`src/rtl/riscv_pkg.sv`:
```
// Shared constants and types for the RISC-V memory stage.
package riscv_pkg;

  localparam logic [6:0] OPC_LOAD  = 7'b0000011;
  localparam logic [6:0] OPC_STORE = 7'b0100011;
  localparam logic [6:0] OPC_OP    = 7'b0110011;
  localparam logic [6:0] OPC_JALR  = 7'b1100111;

  localparam logic [2:0] F3_LB  = 3'b000;
  localparam logic [2:0] F3_LH  = 3'b001;
  localparam logic [2:0] F3_LW  = 3'b010;
  localparam logic [2:0] F3_LBU = 3'b100;
  localparam logic [2:0] F3_LHU = 3'b101;

  localparam logic [2:0] F3_SB = 3'b000;
  localparam logic [2:0] F3_SH = 3'b001;
  localparam logic [2:0] F3_SW = 3'b010;

  typedef enum logic {IDLE, WAIT} mem_state_e;

  // Context of the memory op in flight, latched when the request is launched.
  typedef struct packed {
    logic [31:0] iw;
    logic [31:0] pc;
    logic [4:0]  wb_reg;
    logic        wb_en;
    logic        is_load;
    logic [2:0]  funct3;
    logic [1:0]  addr_lo;
  } mem_ctx_t;

  // 1 when the access is misaligned or uses an unsupported width code.
  function automatic logic access_bad(input logic is_load, input logic [2:0] f3,
                                      input logic [1:0] lo);
    logic illegal;
    logic misal;
    if (is_load) illegal = (f3 == 3'b011) || (f3 == 3'b110) || (f3 == 3'b111);
    else         illegal = (f3 >= 3'b011);
    misal = ((f3[1:0] == 2'b01) && lo[0]) || ((f3[1:0] == 2'b10) && (lo != 2'b00));
    return illegal || misal;
  endfunction

endpackage

```
`src/rtl/load_align.sv`:
```
// Load data extraction: picks the byte/halfword lane and sign/zero-extends.
module load_align
  import riscv_pkg::*;
#(
  parameter int XLEN = 32
) (
  input  logic [XLEN-1:0] rdata,
  input  logic [1:0]      addr_lo,
  input  logic [2:0]      funct3,
  output logic [XLEN-1:0] data
);

  logic [7:0]  byte_sel;
  logic [15:0] half_sel;

  assign byte_sel = rdata[{addr_lo, 3'b000} +: 8];
  assign half_sel = rdata[{addr_lo[1], 4'b0000} +: 16];

  // Extend the selected lane according to the load width code.
  always_comb begin
    data = rdata;
    case (funct3)
      F3_LB:   data = {{(XLEN-8){byte_sel[7]}}, byte_sel};
      F3_LBU:  data = {{(XLEN-8){1'b0}}, byte_sel};
      F3_LH:   data = {{(XLEN-16){half_sel[15]}}, half_sel};
      F3_LHU:  data = {{(XLEN-16){1'b0}}, half_sel};
      default: data = rdata;
    endcase
  end

endmodule

```
`src/rtl/mem_stage.sv`:
```
// Memory-access stage: launches loads/stores on a req/ack port, stalls the
// front of the pipe while waiting, and registers the writeback outputs.
module mem_stage
  import riscv_pkg::*;
#(
  parameter int ADDR_W = 32,
  parameter int XLEN   = 32
) (
  input  logic              clk,
  input  logic              reset,
  input  logic              valid_in,
  input  logic [XLEN-1:0]   alu_in,
  input  logic [31:0]       iw_in,
  input  logic [31:0]       pc_in,
  input  logic [4:0]        wb_reg_in,
  input  logic              wb_en_in,
  input  logic              w_en_in,
  input  logic [XLEN-1:0]   rs2_data_in,
  output logic              stall_out,
  output logic              dmem_req,
  output logic              dmem_we,
  output logic [ADDR_W-1:0] dmem_addr,
  output logic [3:0]        dmem_be,
  output logic [XLEN-1:0]   dmem_wdata,
  input  logic              dmem_ack,
  input  logic [XLEN-1:0]   dmem_rdata,
  output logic              valid_out,
  output logic [XLEN-1:0]   wb_data_out,
  output logic [31:0]       iw_out,
  output logic [31:0]       pc_out,
  output logic [4:0]        wb_reg_out,
  output logic              wb_en_out,
  output logic              misalign_err,
  output logic              df_mem_enable,
  output logic [4:0]        df_mem_reg,
  output logic [XLEN-1:0]   df_mem_data
);

  localparam int NUM_LANES = XLEN / 8;

  mem_state_e state, state_nx;
  mem_ctx_t   ctx;

  logic [6:0] opcode;
  logic [2:0] f3_in;
  logic       is_load_in, is_store_in, is_mem_in, bad_in;
  logic       start_ok, done;
  logic [XLEN-1:0] ld_data;

  logic [NUM_LANES-1:0]      lane_be;
  logic [NUM_LANES-1:0][7:0] lane_wd;

  assign opcode      = iw_in[6:0];
  assign f3_in       = iw_in[14:12];
  assign is_load_in  = (opcode == OPC_LOAD);
  assign is_store_in = (opcode == OPC_STORE) && w_en_in;
  assign is_mem_in   = is_load_in || is_store_in;
  assign bad_in      = access_bad(is_load_in, f3_in, alu_in[1:0]);
  assign start_ok    = (state == IDLE) && valid_in && is_mem_in && !bad_in;
  assign done        = (state == WAIT) && dmem_ack;

  // Per-lane store steering: narrow stores replicate their data on every
  // lane so the memory only has to honour the byte enables.
  for (genvar i = 0; i < NUM_LANES; i++) begin : g_lane
    localparam logic [1:0] LANE = 2'(i);
    assign lane_be[i] = (f3_in[1:0] == 2'b00) ? (alu_in[1:0] == LANE) :
                        (f3_in[1:0] == 2'b01) ? (alu_in[1] == LANE[1]) : 1'b1;
    assign lane_wd[i] = (f3_in[1:0] == 2'b00) ? rs2_data_in[7:0] :
                        (f3_in[1:0] == 2'b01) ? rs2_data_in[8*(i%2) +: 8] :
                                                rs2_data_in[8*i +: 8];
  end

  load_align #(.XLEN(XLEN)) u_load_align (
    .rdata   (dmem_rdata),
    .addr_lo (ctx.addr_lo),
    .funct3  (ctx.funct3),
    .data    (ld_data)
  );

  // State register.
  always_ff @(posedge clk) begin
    if (reset) state <= IDLE;
    else       state <= state_nx;
  end

  // Next state and stall: the whole WAIT residency holds the upstream stage.
  always_comb begin
    state_nx  = state;
    stall_out = 1'b0;
    case (state)
      IDLE: if (start_ok) state_nx = WAIT;
      WAIT: begin
        stall_out = 1'b1;
        if (dmem_ack) state_nx = IDLE;
      end
      default: state_nx = IDLE;
    endcase
  end

  // Memory request port; fields stay frozen from launch until the ack.
  always_ff @(posedge clk) begin
    if (reset) begin
      dmem_req   <= 1'b0;
      dmem_we    <= 1'b0;
      dmem_addr  <= '0;
      dmem_be    <= '0;
      dmem_wdata <= '0;
    end else if (start_ok) begin
      dmem_req   <= 1'b1;
      dmem_we    <= is_store_in;
      dmem_addr  <= {alu_in[ADDR_W-1:2], 2'b00};
      dmem_be    <= is_store_in ? lane_be : 4'b1111;
      dmem_wdata <= is_store_in ? lane_wd : '0;
    end else if (done) begin
      dmem_req   <= 1'b0;
    end
  end

  // Latch the in-flight op context at launch.
  always_ff @(posedge clk) begin
    if (reset) begin
      ctx <= '0;
    end else if (start_ok) begin
      ctx.iw      <= iw_in;
      ctx.pc      <= pc_in;
      ctx.wb_reg  <= wb_reg_in;
      ctx.wb_en   <= wb_en_in;
      ctx.is_load <= is_load_in;
      ctx.funct3  <= f3_in;
      ctx.addr_lo <= alu_in[1:0];
    end
  end

  // Writeback registers: completed memory op, pass-through op, or error.
  always_ff @(posedge clk) begin
    if (reset) begin
      valid_out    <= 1'b0;
      wb_data_out  <= '0;
      iw_out       <= '0;
      pc_out       <= '0;
      wb_reg_out   <= '0;
      wb_en_out    <= 1'b0;
      misalign_err <= 1'b0;
    end else begin
      valid_out    <= 1'b0;
      misalign_err <= 1'b0;
      if (done) begin
        valid_out   <= 1'b1;
        iw_out      <= ctx.iw;
        pc_out      <= ctx.pc;
        wb_reg_out  <= ctx.wb_reg;
        wb_en_out   <= ctx.is_load & ctx.wb_en;
        wb_data_out <= ctx.is_load ? ld_data : '0;
      end else if ((state == IDLE) && valid_in && !start_ok) begin
        valid_out  <= 1'b1;
        iw_out     <= iw_in;
        pc_out     <= pc_in;
        wb_reg_out <= wb_reg_in;
        if (is_mem_in) begin
          misalign_err <= 1'b1;
          wb_en_out    <= 1'b0;
          wb_data_out  <= '0;
        end else begin
          wb_en_out    <= wb_en_in;
          wb_data_out  <= alu_in;
        end
      end
    end
  end

  assign df_mem_enable = valid_out & wb_en_out & (wb_reg_out != 5'd0);
  assign df_mem_reg    = wb_reg_out;
  assign df_mem_data   = wb_data_out;

endmodule

```
`config.mk`:
```
export PLATFORM = sky130hd
export DESIGN_NAME = mem_stage
export DESIGN_NICKNAME = d
export VERILOG_FILES = /design/src/rtl/riscv_pkg.sv /design/src/rtl/load_align.sv /design/src/rtl/mem_stage.sv
export SDC_FILE = /design/constraint.sdc
export NUM_CORES = 1
export LEC_CHECK = 0
export CAP_MARGIN = 15
export CORE_MARGIN = 2
export CORE_UTILIZATION = 40
export DETAILED_ROUTE_END_ITERATION = 16
export GPL_ROUTABILITY_DRIVEN = 0
export PLACE_DENSITY_LB_ADDON = 0.3
export RECOVER_POWER = 50
export SLEW_MARGIN = 20
export SYNTH_ARGS = -nofsm -noshare
export SYNTH_HDL_FRONTEND = slang
export SYNTH_HIERARCHICAL = 1
export SYNTH_SLANG_ARGS = --single-unit
```
`constraint.sdc`:
```
create_clock -name clk -period 2.3 [get_ports clk]
set_input_delay 0.23 -clock clk [delete_from_list [all_inputs] [get_ports clk]]
set_output_delay 0.23 -clock clk [all_outputs]
set_load 0.01 [all_outputs]
```
After elaboration in Yosys (flattened, before gate mapping)
Cells that the tools add are included.
{ "word_totals": {"out_inout_bits": 213, "memories": 0, "regBits": 249, "latchBits": 0, "romBits": 0, "wordCells": 102, "inputBits": 171, "mem_bits_rw": 0} }
{ "classes": {"mux": 37, "n_lt_le_gt_ge": 1, "n_eq_ne": 13, "addsub": 0, "div_mod_pow": 0, "multipliers": 0, "bitwise": 6, "n_reduce_logical": 23, "shift": 2} }
{ "ops": {"columns": ["operator", "n"], "rows": [
  ["2-to-1 mux 32 bit", 9],
  ["case mux 32 bit (4 select lines)", 1],
  ["2-to-1 mux 8 bit", 5],
  ["indexed part select 32 x 6 -> 16 bit", 1],
  ["indexed part select 32 x 6 -> 8 bit", 1],
  ["2-to-1 mux 1 bit", 18],
  ["== test 3 bit (second input constant)", 4],
  ["2-to-1 mux 5 bit", 2],
  ["logical AND 1 bit", 8],
  ["== test 7 x 2 -> 1 bit (second input constant)", 1],
  ["== test 7 x 6 -> 1 bit (second input constant)", 1],
  ["== test 2 bit (second input constant)", 3],
  ["nonzero test 2 bit", 3],
  ["logical OR 1 bit", 5],
  ["nonzero test 5 bit", 1],
  ["== test 2 x 1 -> 1 bit (second input constant)", 2],
  ["zero test 2 bit", 2],
  ["2-to-1 mux 4 bit", 1],
  ["bitwise AND 1 bit", 3],
  ["== test 3 x 1 -> 1 bit (second input constant)", 1],
  ["== test 3 x 2 -> 1 bit (second input constant)", 1],
  ["greater-or-equal comparator 3 x 2 -> 1 bit (second input constant)", 1],
  ["zero test 3 bit", 1],
  ["inverter 1 bit", 3],
  ["3 further kinds", 4]
]} }

Depth between registers and ports, before layout
{ "logic_depth": {"ltp_word": 11, "ltp_mapped": 10, "depth_no_buf": 8} }

Modules after synthesis
The synthesis kept the hierarchy.
{ "by_module_without_submodules": {"columns": ["module", "n_inst", "cells_each", "seq_area_each_um2", "area_each_um2"], "rows": [
  ["mem_stage", 1, 1388, 4924.7, 11521.0],
  ["load_align", 1, 109, 0.0, 628.1]
]} }

Least setup slack after synthesis
No wires, ideal clock.
{ "synth_path": {"path_type": "reg2reg", "from": "reg ctx[0] (netlist name)", "to": "reg wb_data_out[20] (netlist: df_mem_data[20])", "path_buffers": 1, "stages_incl_launch_ff": 10, "path_slack_ps": 370, "setup_ps": 145, "required_ps": 2155, "arrival_ps": 1785, "synth_period_minus_slack_ps": 1930, "cell_sequence": "dfxtp_1 mux4_2 nor3b_4 o21bai_4 buf_6 nand2_1 nand2_1 a21oi_1 a21oi_1 a221oi_2"} }
{ "synth_between": {"elab_chain_len": 4} }
{ "synth_rtl": {"columns": ["item", "line", "text"], "rows": [
  ["indexed part select 32 x 6 -> 8 bit", "load_align.sv:16", "assign byte_sel = rdata[{addr_lo, 3'b000} +: 8];"],
  ["case mux 32 bit (4 select lines)", "load_align.sv:22", "case (funct3)"],
  ["net ld_data[20]", "mem_stage.sv:48", "logic [XLEN-1:0] ld_data;"],
  ["2-to-1 mux 32 bit", "mem_stage.sv:153", "wb_data_out <= ctx.is_load ? ld_data : '0;"],
  ["2-to-1 mux 32 bit", "mem_stage.sv:147", "if (done) begin"],
  ["end signal, assigned", "mem_stage.sv:153", null],
  ["end signal, assigned", "mem_stage.sv:165", "wb_data_out <= alu_in;"],
  ["end, declared", "mem_stage.sv:28", "output logic [XLEN-1:0] wb_data_out,"]
]} }
The timed path passes the listed nets, and every way through them passes these cells.
A chain may end at the register's enable or synchronous reset.

Worst setup path after layout
{ "layout_path": {"from": "in alu_in[0]", "to": "reg ctx[46] in the netlist's numbering"} }
{ "layout_between": {"elab_chain_len": 6, "word_cells_on_any_way": 7, "classes_between": "reduce/logical: 7"} }
{ "layout_rtl": {"columns": ["item", "line", "text"], "rows": [
  ["start, declared", "mem_stage.sv:12", "input logic [XLEN-1:0] alu_in,"],
  ["nonzero test 2 bit", "riscv_pkg.sv:39", "misal = ((f3[1:0] == 2'b01) && lo[0]) || ((f3[1:0] == 2'b10) && (lo != 2'b00));"],
  ["logical AND 1 bit", "riscv_pkg.sv:39", null],
  ["logical OR 1 bit *", "riscv_pkg.sv:39", null],
  ["logical OR 1 bit *", "riscv_pkg.sv:40", "return illegal || misal;"],
  ["zero test 1 bit *", "mem_stage.sv:59", "assign start_ok = (state == IDLE) && valid_in && is_mem_in && !bad_in;"],
  ["logical AND 1 bit *", "mem_stage.sv:59", null],
  ["end, declared", "mem_stage.sv:42", "mem_ctx_t ctx;"]
]} }
Mark *: on every way between the ends. The rest lies on a longest branch, timed or not.

==> results.toml <==
[synthesis]
yosysTopAreaCellShare_pct = 40.5
synth_cell_type_count = 54
ys_warn_count = 6
synth-main-ff-cell = "dfxtp_1"
synth_most_common_cell = "dfxtp_1"
ys_top_cells_by_area = "dfxtp_1, a21oi_1, nand3_1"
yosysTopAreaCell = "dfxtp_1"
yosys-top-cells-count = "dfxtp_1, a21oi_1, nand3_1"
synth_edf_count = 0
synth_area_mm2 = 0.0121
ys_seq_elements = 246
synth_seq_area_share_pct = 40.5
synth.avg_cell_area_um2 = 8.12
synthCells = 1497
async_flop_share_pct = 0

[clock_network]
cts_root_buffer = "clkbuf_16"
numCtsBuffers = 27
cts-htree-levels = 1
clock_sinks = 246
clkTransAtPathRegs_ns = 0.06
cts_tree = "done"
cts_buffer_depth = 3
worst_skew_pair.late_latency_ns = 0.54

[critical_path]
crit_slowest_cell = "dlygate4sd3_1"
start_kind = "primary input"
critPathBufInv = 3
critPathMaxStageDelay_ns = 0.61
cp.arrival_ns = 2.58
rr_worst_depth = 9
crit_chain = "dlygate4sd3_1 -> or3_4 -> a21o_1 -> clkbuf_4 -> nor2_1 -> clkbuf_1 -> nor3b_1"
cpLargestDelayFamily = "buffers and inverters"
r2r_slack_ns = 0.14
startpoint = "alu_in[0]"
critPathMaxFanout = 55
setup.worst_path.class = "primary input to flop"
required_ns = 2.72
cp.depth = 7
cp-end-kind = "flop"
worstReg2RegStart = "ctx[0]"
r2r-end = "df_mem_data[17]"

[floorplan]
io_pins = 384
die_h_um = 178
die_area_mm2 = 0.0318
initial_core_util_pct = 40.8
die_x_um = 178
row_count = 63
core_area_mm2 = 0.0298

[place]
dp_hpwl_mm = 31.7
port_buffers = 381
placed_cell_area_mm2 = 0.0167

[pwr]
p_leak_nw = 6.29
clkPwrFrac_pct = 41.8
powerDensity_mw_per_mm2 = 611
sw_frac_of_total_pct = 26.3
ir_drop_mv = 0.496
power.switching_mw = 2.82
seqPwrFrac_pct = 42.1
p_int_mw = 7.89
power_frac_comb_pct = 16.2

[worst_hold_path]
hold_depth = 2
whs_endpoint = "dmem_addr[4]"
hold_path_class = "primary input to flop"
holdCritStartpoint = "reset"

[global_route]
grt_pass1_vias = 12800
grt_max_degree = 85
grt_use_total_pct = 28.2
overflow = 0
grt_pass1_wl_mm = 72.1
antenna_found_initial = 5

[final_layout]
syn2layout_area_growth_pct = 44.3
drive_above_1_share_pct = 10.6
top_register = "ctx"
nets = 1957
largest_reg_flops = 73
fin_area_mm2 = 0.0175

[sta]
skew_ns = 0.0108
finalCritPeriodShare_pct = 94.1
rsz0062_at_grt = "false"
hold_viol_final = 0
period_needed_ns = 2.16
fmax_mhz = 462
relSlewSlack_pct = 36.0
setup-violations-final = 0
drv_slew = 0
finalSetupTns_ns = 0
worst_slew_pin_slew_ns = 0.959

[drt]
drt_iter0_drc = 1467
ant_nets = 0
vias = 13600
firstDrtPassIters = 9
vias_per_cell = 6.18
post_drt_wl_per_cell_um = 21.6
drc = 0
drt-total-wl_mm = 47.5

[job]
drv_cap = 0

[run_status]
status = "complete, no violations"
[cell families (layout without fill, tap and decap cells)]
kind of cell | count (synthesis) | in the layout | share of synthesized area, %
AO/OA/AOI/OAI | 626 | 626 | 33.2
AND/OR/NAND/NOR | 334 | 334 | 13.6
buffers and inverters | 256 | 564 | 9.56
flip-flops | 246 | 246 | 40.5
multiplexers | 34 | 34 | 3.12
other | 1 | 6 | 0.0309
[per-stage QoR]
stage | total power, mW | util (%) | setup slack, ns | std cells | hold WS (ns)
after floorplan | 5.34 | - | 0.370 | 1498 | 0.374
after global placement | 6.36 | 55.9 | -0.0687 | 2147 | 0.452
after detailed placement | 6.38 | 55.9 | -0.0797 | 2147 | 0.454
after CTS | 10.8 | 59.0 | 0.0861 | 2196 | 0.271
after global routing | 11.0 | 58.8 | 0.00762 | 2199 | 0.304
final | 10.7 | 58.8 | 0.137 | 2200 | 0.273
[power groups by stage]
stage,Clock (mW),Combinational (mW),Sequential (mW)
final,4.47,1.73,4.51
after CTS,4.53,1.79,4.51
after global routing,4.68,1.84,4.52
after global placement,0,1.76,4.60
after floorplan,0,0.708,4.63
after detailed placement,0,1.78,4.60
[routing by layer]
metal / share of wire, % / GRT usage (%) / up-vias
met4: 3.8 / 10.5 / 4
li1: - / - / 6225
met3: 9.2 / 5.39 / 105
met2: 48 / 47.3 / 772
met1: 39 / 36.1 / 6483
met5: 0.063 / 0 / -
[timing repair]
action	4_1_cts	5_1_grt
setup buffers	0	0
gates cloned	0	0
hold buffers	0	0
setup endpoints to repair	1	10
resized for setup	1	2
[final cells by class]
cell class / count / area, um^2
diodes: 4 / 10.0
clock buffers: 40 / 805
clock inverters: 9 / 105
fillers: 2627 / 12300
inverters: 37 / 139
multi-input cells: 996 / 6120
flip-flops and latches: 246 / 4930
well taps: 390 / 488
repair buffers: 478 / 4940
[worst reg2reg max path, stage by stage, from the launching register on]
cell and delay (ns):
dfxtp_1 0.45, mux4_2 0.62, nor3b_4 0.20, o21bai_4 0.15, buf_12 0.16, nand2_1 0.06, nand2_1 0.06, a21oi_1 0.07
a21oi_1 0.17, a221oi_2 0.07
[worst max-delay path by stage]
stage                            to  slack (ns)
CTS                  df_mem_data[5]        0.09
finish                      ctx[46]        0.14
global route        df_mem_data[17]       0.008
floorplan           df_mem_data[20]        0.37
detailed placement  df_mem_data[17]       -0.08
global placement    df_mem_data[17]       -0.07
[layout by cell type (no fill, tap or decap), types with 3 or more instances in the layout]
cell             synthesis  routed
nor3_1                   5       4
clkdlybuf4s50_1          0     189
a221oi_1                24      24
dfxtp_1                246     245
mux2i_1                 12      12
a22oi_1                  8       8
o21a_1                   3       3
nand2_2                  2       3
clkbuf_8                 0       9
buf_12                   0      32
nand2b_1                 3       3
buf_4                   39      59
dlygate4sd3_1            0     190
diode_2                  0       4
nor2b_1                  5       4
inv_1                   37      37
nor3b_1                  4       4
nand3_1                161     160
clkbuf_16                0      27
a22o_1                   4       4
nand2_1                 89      88
mux2_2                  21      21
nand4_1                 33      33
nor2_1                  18      17
o211ai_1                66      66
a222oi_1                62      62
a31oi_1                 65      64
a21oi_1                213     213
clkinv_2                 0       4
a311oi_1                 4       4
clkbuf_1               139       8
a221oi_2                10      10
o21ai_0                147     147
o21bai_1                 4       4
a211oi_1                 4       4
(Power assumes the default switching activity.)
